===== src/rtl/mult_wb_ctrl.sv =====
// mult_wb_ctrl: issue/writeback controller for the pipelined RV32M multiplier.
//   Maps MUL/MULH/MULHSU/MULHU requests onto the multiplier's operand and sign
//   inputs. It tracks each in-flight op in a fixed-latency tag pipeline and
//   buffers the selected product word in a credit-protected result FIFO.
//   The credits keep the FIFO from overflowing while the multiplier cannot stall.
// Ports:
//   clock, reset_n (async, active low), flush
//   req_valid/req_ready/req_func/req_rs1/req_rs2/req_tag : request handshake
//   mult_start/mult_sign/mult_mcand/mult_mplier          : to multiplier
//   mult_product/mult_done                               : from multiplier
//   wb_valid/wb_ready/wb_data/wb_tag                     : result FIFO head
//   lat_err                                              : sticky latency mismatch
// Build option: define MULT_WB_LATCHK_EN to enable the mult_done latency check;
//   when it is undefined, lat_err is tied low.
module mult_wb_ctrl #(
  parameter int XLEN       = 32,
  parameter int NUM_STAGE  = 4,
  parameter int FIFO_DEPTH = 8,
  parameter int TAG_W      = 5
) (
  input  logic                clock,
  input  logic                reset_n,
  input  logic                flush,
  input  logic                req_valid,
  output logic                req_ready,
  input  logic [1:0]          req_func,
  input  logic [XLEN-1:0]     req_rs1,
  input  logic [XLEN-1:0]     req_rs2,
  input  logic [TAG_W-1:0]    req_tag,
  output logic                mult_start,
  output logic [1:0]          mult_sign,
  output logic [XLEN-1:0]     mult_mcand,
  output logic [XLEN-1:0]     mult_mplier,
  input  logic [2*XLEN-1:0]   mult_product,
  input  logic                mult_done,
  output logic                wb_valid,
  input  logic                wb_ready,
  output logic [XLEN-1:0]     wb_data,
  output logic [TAG_W-1:0]    wb_tag,
  output logic                lat_err
);

  localparam int PTR_W = (FIFO_DEPTH > 1) ? $clog2(FIFO_DEPTH) : 1;
  localparam int CNT_W = $clog2(FIFO_DEPTH + NUM_STAGE + 1) + 1;

  typedef struct packed {
    logic             vld;
    logic             hi;
    logic [TAG_W-1:0] tag;
  } ent_t;

  ent_t [NUM_STAGE-1:0]              pipe_q, pipe_d;
  logic [PTR_W-1:0]                  wr_ptr_q, wr_ptr_d, rd_ptr_q, rd_ptr_d;
  logic [CNT_W-1:0]                  fifo_cnt_q, fifo_cnt_d, inflight_q, inflight_d;
  logic [FIFO_DEPTH-1:0][XLEN-1:0]   data_q, data_d;
  logic [FIFO_DEPTH-1:0][TAG_W-1:0]  tag_q, tag_d;

  logic             accept, hi_sel, fifo_wr, fifo_rd;
  ent_t             last;
  logic [XLEN-1:0]  wr_data;

  function automatic logic [PTR_W-1:0] ptr_inc(input logic [PTR_W-1:0] p);
    if (p == PTR_W'(FIFO_DEPTH - 1)) return '0;
    return p + PTR_W'(1);
  endfunction

  always_comb begin
    // sign[0] = rs1 (mcand) signed, sign[1] = rs2 (mplier) signed
    mult_sign = 2'b00;
    case (req_func)
      2'b01:   mult_sign = 2'b11;
      2'b10:   mult_sign = 2'b01;
      default: mult_sign = 2'b00;
    endcase
    hi_sel = (req_func != 2'b00);

    // Every accepted op owns a FIFO slot from issue until it is read out.
    req_ready   = !flush && ((fifo_cnt_q + inflight_q) < CNT_W'(FIFO_DEPTH));
    accept      = req_valid & req_ready;
    mult_start  = accept;
    mult_mcand  = req_rs1;
    mult_mplier = req_rs2;

    last     = pipe_q[NUM_STAGE-1];
    wb_valid = (fifo_cnt_q != '0);
    wb_data  = data_q[rd_ptr_q];
    wb_tag   = tag_q[rd_ptr_q];

    fifo_wr = last.vld & !flush;
    fifo_rd = wb_valid & wb_ready & !flush;
    wr_data = last.hi ? mult_product[2*XLEN-1:XLEN] : mult_product[XLEN-1:0];

    pipe_d[0] = '{vld: accept, hi: hi_sel, tag: req_tag};
    for (int i = 1; i < NUM_STAGE; i++) pipe_d[i] = pipe_q[i-1];
    if (flush) begin
      for (int i = 0; i < NUM_STAGE; i++) pipe_d[i].vld = 1'b0;
    end

    data_d = data_q;
    tag_d  = tag_q;
    if (fifo_wr) begin
      data_d[wr_ptr_q] = wr_data;
      tag_d[wr_ptr_q]  = last.tag;
    end

    wr_ptr_d   = fifo_wr ? ptr_inc(wr_ptr_q) : wr_ptr_q;
    rd_ptr_d   = fifo_rd ? ptr_inc(rd_ptr_q) : rd_ptr_q;
    fifo_cnt_d = fifo_cnt_q + CNT_W'(fifo_wr) - CNT_W'(fifo_rd);
    inflight_d = inflight_q + CNT_W'(accept) - CNT_W'(last.vld);
    if (flush) begin
      wr_ptr_d   = '0;
      rd_ptr_d   = '0;
      fifo_cnt_d = '0;
      inflight_d = '0;
    end
  end

  always_ff @(posedge clock or negedge reset_n) begin
    if (!reset_n) begin
      pipe_q     <= '0;
      wr_ptr_q   <= '0;
      rd_ptr_q   <= '0;
      fifo_cnt_q <= '0;
      inflight_q <= '0;
      data_q     <= '0;
      tag_q      <= '0;
    end else begin
      pipe_q     <= pipe_d;
      wr_ptr_q   <= wr_ptr_d;
      rd_ptr_q   <= rd_ptr_d;
      fifo_cnt_q <= fifo_cnt_d;
      inflight_q <= inflight_d;
      data_q     <= data_d;
      tag_q      <= tag_d;
    end
  end

`ifdef MULT_WB_LATCHK_EN
  // Shadow of every start, never cleared by flush: the multiplier keeps
  // running through a flush, so its done pulses must still line up with this.
  logic [NUM_STAGE-1:0] issued_q, issued_d;
  logic                 lat_err_q, lat_err_d;

  always_comb begin
    issued_d[0] = mult_start;
    for (int i = 1; i < NUM_STAGE; i++) issued_d[i] = issued_q[i-1];
    lat_err_d = lat_err_q | (mult_done ^ issued_q[NUM_STAGE-1]);
  end

  always_ff @(posedge clock or negedge reset_n) begin
    if (!reset_n) begin
      issued_q  <= '0;
      lat_err_q <= 1'b0;
    end else begin
      issued_q  <= issued_d;
      lat_err_q <= lat_err_d;
    end
  end

  assign lat_err = lat_err_q;
`else
  logic unused_done;
  assign unused_done = mult_done;
  assign lat_err     = 1'b0;
`endif

endmodule


===== config.mk =====
export PLATFORM = sky130hd
export DESIGN_NAME = mult_wb_ctrl
export DESIGN_NICKNAME = d
export VERILOG_FILES = /design/src/rtl/mult_wb_ctrl.sv
export SDC_FILE = /design/constraint.sdc
export NUM_CORES = 1
export LEC_CHECK = 0
export BUFFER_PORTS_ARGS = -buffer_cell sky130_fd_sc_hd__buf_4
export CELL_PAD_IN_SITES_DETAIL_PLACEMENT = 0
export CELL_PAD_IN_SITES_GLOBAL_PLACEMENT = 2
export CORE_UTILIZATION = 37
export DETAILED_ROUTE_END_ITERATION = 6
export PLACE_DENSITY = 0.87
export SYNTH_ARGS = -nofsm -noshare
export SYNTH_HDL_FRONTEND = slang
export SYNTH_SLANG_ARGS = --single-unit

===== constraint.sdc =====
create_clock -name clock -period 3 [get_ports clock]
set_input_delay 0.3 -clock clock [delete_from_list [all_inputs] [get_ports clock]]
set_output_delay 0.3 -clock clock [all_outputs]
set_load 0.005 [all_outputs]

# After elaboration in Yosys (flattened, before gate mapping)
# Index checks and enable logic that the tools add are counted.
word_totals:
  output_inout_bits: 107
  ff_bits: 340
classes:
  n_mux: 28
  addsub: 7
  magnitude_cmp: 4
  reduce_logical: 7
  bitwise_logic: 4
  eq_ne: 4
op_table:
  columns: ["op", "n"]
  rows:
  - ["$bwmux 256", 1]
  - ["$bmux 32 s3", 1]
  - ["$demux 32 s3", 1]
  - ["$mux 32", 3]
  - ["$bwmux 40", 1]
  - ["$mux 3", 8]
  - ["$mux 5", 4]
  - ["$bmux 5 s3", 1]
  - ["$demux 5 s3", 1]
  - ["$add 5x1->5", 2]
  - ["$sub 5x1->5", 2]
  - ["$lt 3x4->1 const B", 2]
  - ["$add 3x1->3 const B", 2]
  - ["$eq 3x3->1 const B", 2]
  - ["$mux 1", 6]
  - ["$reduce_bool 2->1", 3]
  - ["$add 5x5->5", 1]
  - ["$lt 5x4->1 const B", 1]
  - ["$reduce_bool 5->1", 1]
  - ["$and 1x1->1", 4]
  - ["$pmux 2 s2", 1]
  - ["$ge 3x1->1 const B", 1]
  - ["$eq 2x1->1 const B", 1]
  - ["$eq 2x2->1 const B", 1]
  - ["2 further kinds", 3]

# Logic depth before layout (Yosys ltp)
logic_depth:
  word_depth: 7
  depth_mapped: 11

# Worst setup path after synthesis
# Ideal clock, no wire load.
synth_timing:
  path_kind: "reg2reg"
  from: "register fifo_cnt_q[3]"
  to: "register fifo_cnt_q[4]"
  n_path_buf: 0
  arrival_ns: 2.723
  slack_ns: 0.199
  stages_incl_launch_ff: 12
  period_less_slack_ns: 2.801
  required_ns: 2.922
  setup_ns: 0.078
  path_cell_list: "dfrtp_1 > inv_1 > ha_1 > nor4b_1 > nor3_1 > ha_1 > inv_1 > ha_1 > fa_1 > a21o_1 > a2111oi_0 > o21bai_1"
synth_via:
  elab_chain_len: 5
synth_lines:
  columns: ["element", "line_no", "source"]
  rows:
  - ["start: declaration", "54", "logic [CNT_W-1:0] fifo_cnt_q, fifo_cnt_d, inflight_q, inflight_d;"]
  - ["start signal: assignment", "131", "fifo_cnt_q <= fifo_cnt_d;"]
  - ["branches (longest 3 deep; another with $add 5x1->5)", null, null]
  - ["$sub 5x1->5 *", "108", "fifo_cnt_d = fifo_cnt_q + CNT_W'(fifo_wr) - CNT_W'(fifo_rd);"]
  - ["$mux 5 *", "110", "if (flush) begin"]
  - ["named net fifo_cnt_d[4]", "54", null]
# Mark *: on every way through the listed nets, which the timed path passes.
# A chain may end at the register's enable or synchronous reset.

# Worst setup path in the final report
layout_timing:
  from: "register rd_ptr_q[0]"
  to: "output port wb_tag[0]"
layout_via:
  elab_chain_len: 2
layout_lines:
  columns: ["element", "line_no", "source"]
  rows:
  - ["start: declaration", "53", "logic [PTR_W-1:0] wr_ptr_q, wr_ptr_d, rd_ptr_q, rd_ptr_d;"]
  - ["start signal: assignment", "130", "rd_ptr_q <= rd_ptr_d;"]
  - ["$bmux 5 s3", "87", "wb_tag = tag_q[rd_ptr_q];"]
  - ["$mux 5 (implied by the code)", "87", null]
  - ["end: declaration", "39", "output logic [TAG_W-1:0] wb_tag,"]
# No other way between the ends. The select of a mux whose other input is x is not followed.

==> out/results.md <==
| Metric | Value |
|---|---|
| Cells along the critical path | buf_4 -> mux4_2 -> mux2_2 -> buf_4 |
| Ratio of cells with drive above 1 in the final layout | 0.5810 |
| Clock Latency Late Sink | 0.54 ns |
| Number of input and output port buffers inserted | 117 |
| Count of different cell masters after synthesis | 41 |
| Drt first pass iters | 6 |
| Number of core rows | 76 |
| Routed WL per cell | 19.59 microns |
| IO Pins | 248 |
| Ys async rst share | 1.000 |
| Aggregate global-route resource usage | 0.1576 |
| Die ar. | 44,380 sq um |
| Maximum clock insertion buffer count | 3 |
| Number of H-tree levels | 2 |
| Clock Skew | 0.02156 ns |
| Growth of design area from synthesis to finish | 14.94% |
| Cell type with the highest occurrence count on the critical path | buf_4 |
| TritonCTS clock tree | built |
| Arr. time, crit path | 2.49 ns |
| Post-route setup slack | 0.2076 ns |
| Post-route clock period utilization | 0.9308 |
| WHS | 0.03602 ns |
| Highest ir drop seen on vdd | 345.0 uV |
| Library cell contributing the largest single delay on the critical path | dfrtp_4 |
| Final Max Slew Viols | 0 |
| Drt first-iter violations | 431 |
| Worst R2R Start | fifo_cnt_q[2]$_DFF_PN0_ |
| Result of the run | complete, no violations |
| Largest fanout of any net on the critical path | 16 |
| Starting density of the core | 0.3749 |
| Core ar. | 42,980 sq um |
| WS Path Type | reg2out |
| Cell class contributing the biggest share of worst-path delay | multiplexers |
| Clock net sink count | 340 |
| Static leakage | 8.683 nW |
| Fillcell total | 3,909 |
| Vertical die dimension | 210.7 microns |
| Power per standard cell area | 659.8 nW/um^2 |
| Cell chosen for the clock root | clkbuf_16 |
| Count of maximum capacitance violations | 0 |
| Residual DRC | 0 |
| Count of endpoints failing hold in the final timing report | 0 |
| Number of synthesized flops with an enable pin | 0 |
| Horizontal extent of the die | 210.7 microns |
| Instance count of the mapped netlist | 1,017 |
| Tightest Hold Check Type | in2reg |
| Total non-filler cell area in the finished layout | 18,520 sq um |
| Mean area per synthesized cell | 15.84 sq um |
| Filler-free cell count of the finished design | 1,709 |
| Clock buffers created by TritonCTS | 38 |
| Overall Power | 12.22 mW |
| Number of placed instances with taps included | 1,635 |
| Worst Setup SP | rd_ptr_q[0]$_DFFE_PN0P_ |
| Number of vias in the routed layout | 8,650 |
| Maximum number of pins on one net before global-route repair | 87 |
| Unrepaired setup endpoints after global routing | false |
| First-pass GRT wire length | 54,300 microns |
| Antenna cells | 0 |
| Synthesis-stage register bit count | 340 |
| Critical path buffer and inverter count | 2 |
| Global placer's final weighted congestion | 0.7036 |
| Standard cell area after detailed placement | 17,240 sq um |
| Sequential-to-total area share from yosys stat | 0.5281 |
| Worst slew margin relative to its limit | 0.4320 |
| Endpoint class of the critical path | output port |
| Post-DRT Antenna Nets | 0 |
| HPWL after detailed placement | 20,490 microns |
| Final net count | 1,260 |
| Main synth FF type | dfrtp_1 |
| Via-per-instance ratio | 5.061 |
| Warnings, synthesis | 0 |
| Accumulated negative setup slack | 0 ns |
| Data required time at the worst endpoint | 2.70 ns |
| Post-synthesis cell area | 16,110 sq um |
| Post-place setup slack | 0.1978 ns |
| Total wire length | 33,470 microns |
| Crit start category | register |
| Delay of the slowest cell on the worst path | 0.69 ns |
| Number of global-route vias before repair | 9,456 |
| Util after Layout | 0.4309 |
| Antenna violations before repair | 0 |
| Net Count, Synth | 1,180 |
| Peak clock frequency supported by timing | 358.1 MHz |
| Clock-pin slew on the worst setup and hold paths | 0.06 ns |
| Source of the worst hold timing path | wb_ready |
| Remaining global-route overflow | 0 |
| Transition at the pin with the smallest max-transition slack | 0.8520 ns |
| Min Tclk post-route | 2.792 ns |
| Setup violation total in the final timing report | 0 |
## worst paths after layout
path	end	slack, ns	depth (start not counted)
max in group asynchronous	rd_ptr_q[0]$_DFFE_PN0P_	1.81	3
hold / removal	rd_ptr_q[2]$_DFFE_PN0P_	0.04	3
min in group asynchronous	data_q[74]$_DFFE_PN0P_	0.35	2
hold reg to reg	pipe_d[24]$_DFF_PN0_	0.34	0
setup / recovery	wb_tag[0]	0.21	4
setup reg to reg	fifo_cnt_q[4]$_DFF_PN0_	0.32	11
## worst register-to-register path: cells and delay by family, from the launching register on
family	cells	cell delay [ns]
adder cells (fa/ha/maj)	4	1.01
AO/OA/AOI/OAI	3	0.71
buffers and inverters	2	0.13
flip-flops	1	0.41
AND/OR/NAND/NOR	2	0.34
## synth_stat cells, drive strengths merged (2+ instances only)
library cell / instances / area share
mux4: 74 / 0.10
nand3: 2 / 0.00062
inv: 18 / 0.0042
mux2: 367 / 0.26
xor2: 2 / 0.0011
a21o: 4 / 0.0019
nand4: 2 / 0.00078
buf: 112 / 0.054
a21oi: 11 / 0.0034
nand2: 2 / 0.00062
nor3: 4 / 0.0033
clkbuf: 9 / 0.0021
fa: 2 / 0.0025
dfrtp: 340 / 0.53
ha: 20 / 0.016
nor2: 12 / 0.0037
nand2b: 6 / 0.0028
o21ai: 4 / 0.0012
mux2i: 3 / 0.0019
xnor2: 3 / 0.0016
nor2b: 8 / 0.0031
## cells by family after synthesis
| family | synth area share |
|---|---|
| other | 0.0002328 |
| buffers and inverters | 0.06018 |
| AND/OR/NAND/NOR | 0.01879 |
| multiplexers | 0.3618 |
| XOR/XNOR | 0.004116 |
| adder cells (fa/ha/maj) | 0.01802 |
| AO/OA/AOI/OAI | 0.008776 |
| flip-flops | 0.5281 |
## timing repair
action	in CTS	in global routing
gates cloned	0	0
resized for setup	0	1
hold endpoints to repair	82	0
endpoints found under the setup margin	26	1
pin swaps	0	0
hold buffers	6	0
setup buffers	1	0
## routing by layer
| layer | global-route usage | wire (microns) | vias up |
|---|---|---|---|
| met2 | 0.2524 | 16050 | 164 |
| met3 | 0.03048 | 1267 | 53 |
| met4 | 0.04548 | 619 | 0 |
| met5 | 0 | 0 | - |
| li1 | - | - | 3822 |
| met1 | 0.2177 | 15540 | 4611 |
## cells in the final DEF, fill, tap and decap left out, types with 4 or more instances in the layout
cell and count:
o21ai_0 4, dfrtp_1 336, mux4_2 74, clkbuf_16 41
dlygate4sd3_1 6, buf_4 143, a21o_1 4, nor2_1 10
clkinv_2 7, mux2_2 354, buf_12 11, clkbuf_1 11
mux2_1 13, nor2b_1 8, ha_1 20, a21oi_1 11
nand2b_1 4, clkbuf_8 4, inv_1 18
## state kept, by name (all words and copies together) (netlist names), 5 cells and up
| register | cells |
|---|---|
| data_q | 256 |
| fifo_cnt_q | 5 |
| inflight_q | 5 |
| last | 7 |
| pipe_d | 18 |
| tag_q | 40 |
## report_power, final
part | internal [mW] | leakage, nW | switching (mW)
registers | 4.94 | 4.55 | 0.290
logic | 1.52 | 3.55 | 1.02
clock network | 2.60 | 0.584 | 1.84
total | 9.06 | 8.68 | 3.15
## cell type report
type                       count  area [sq um]  area share
clock buffer                  56          1122     0.06060
clock inverter                11         67.56    0.003648
inverter                      18         67.56    0.003648
multi-input combinational    538          6643      0.3587
sequential                   340          8518      0.4600
tap                          585         732.0     0.03952
timing repair buffer         161          1369     0.07391
No activity file was read; power rests on OpenSTA's default activity.
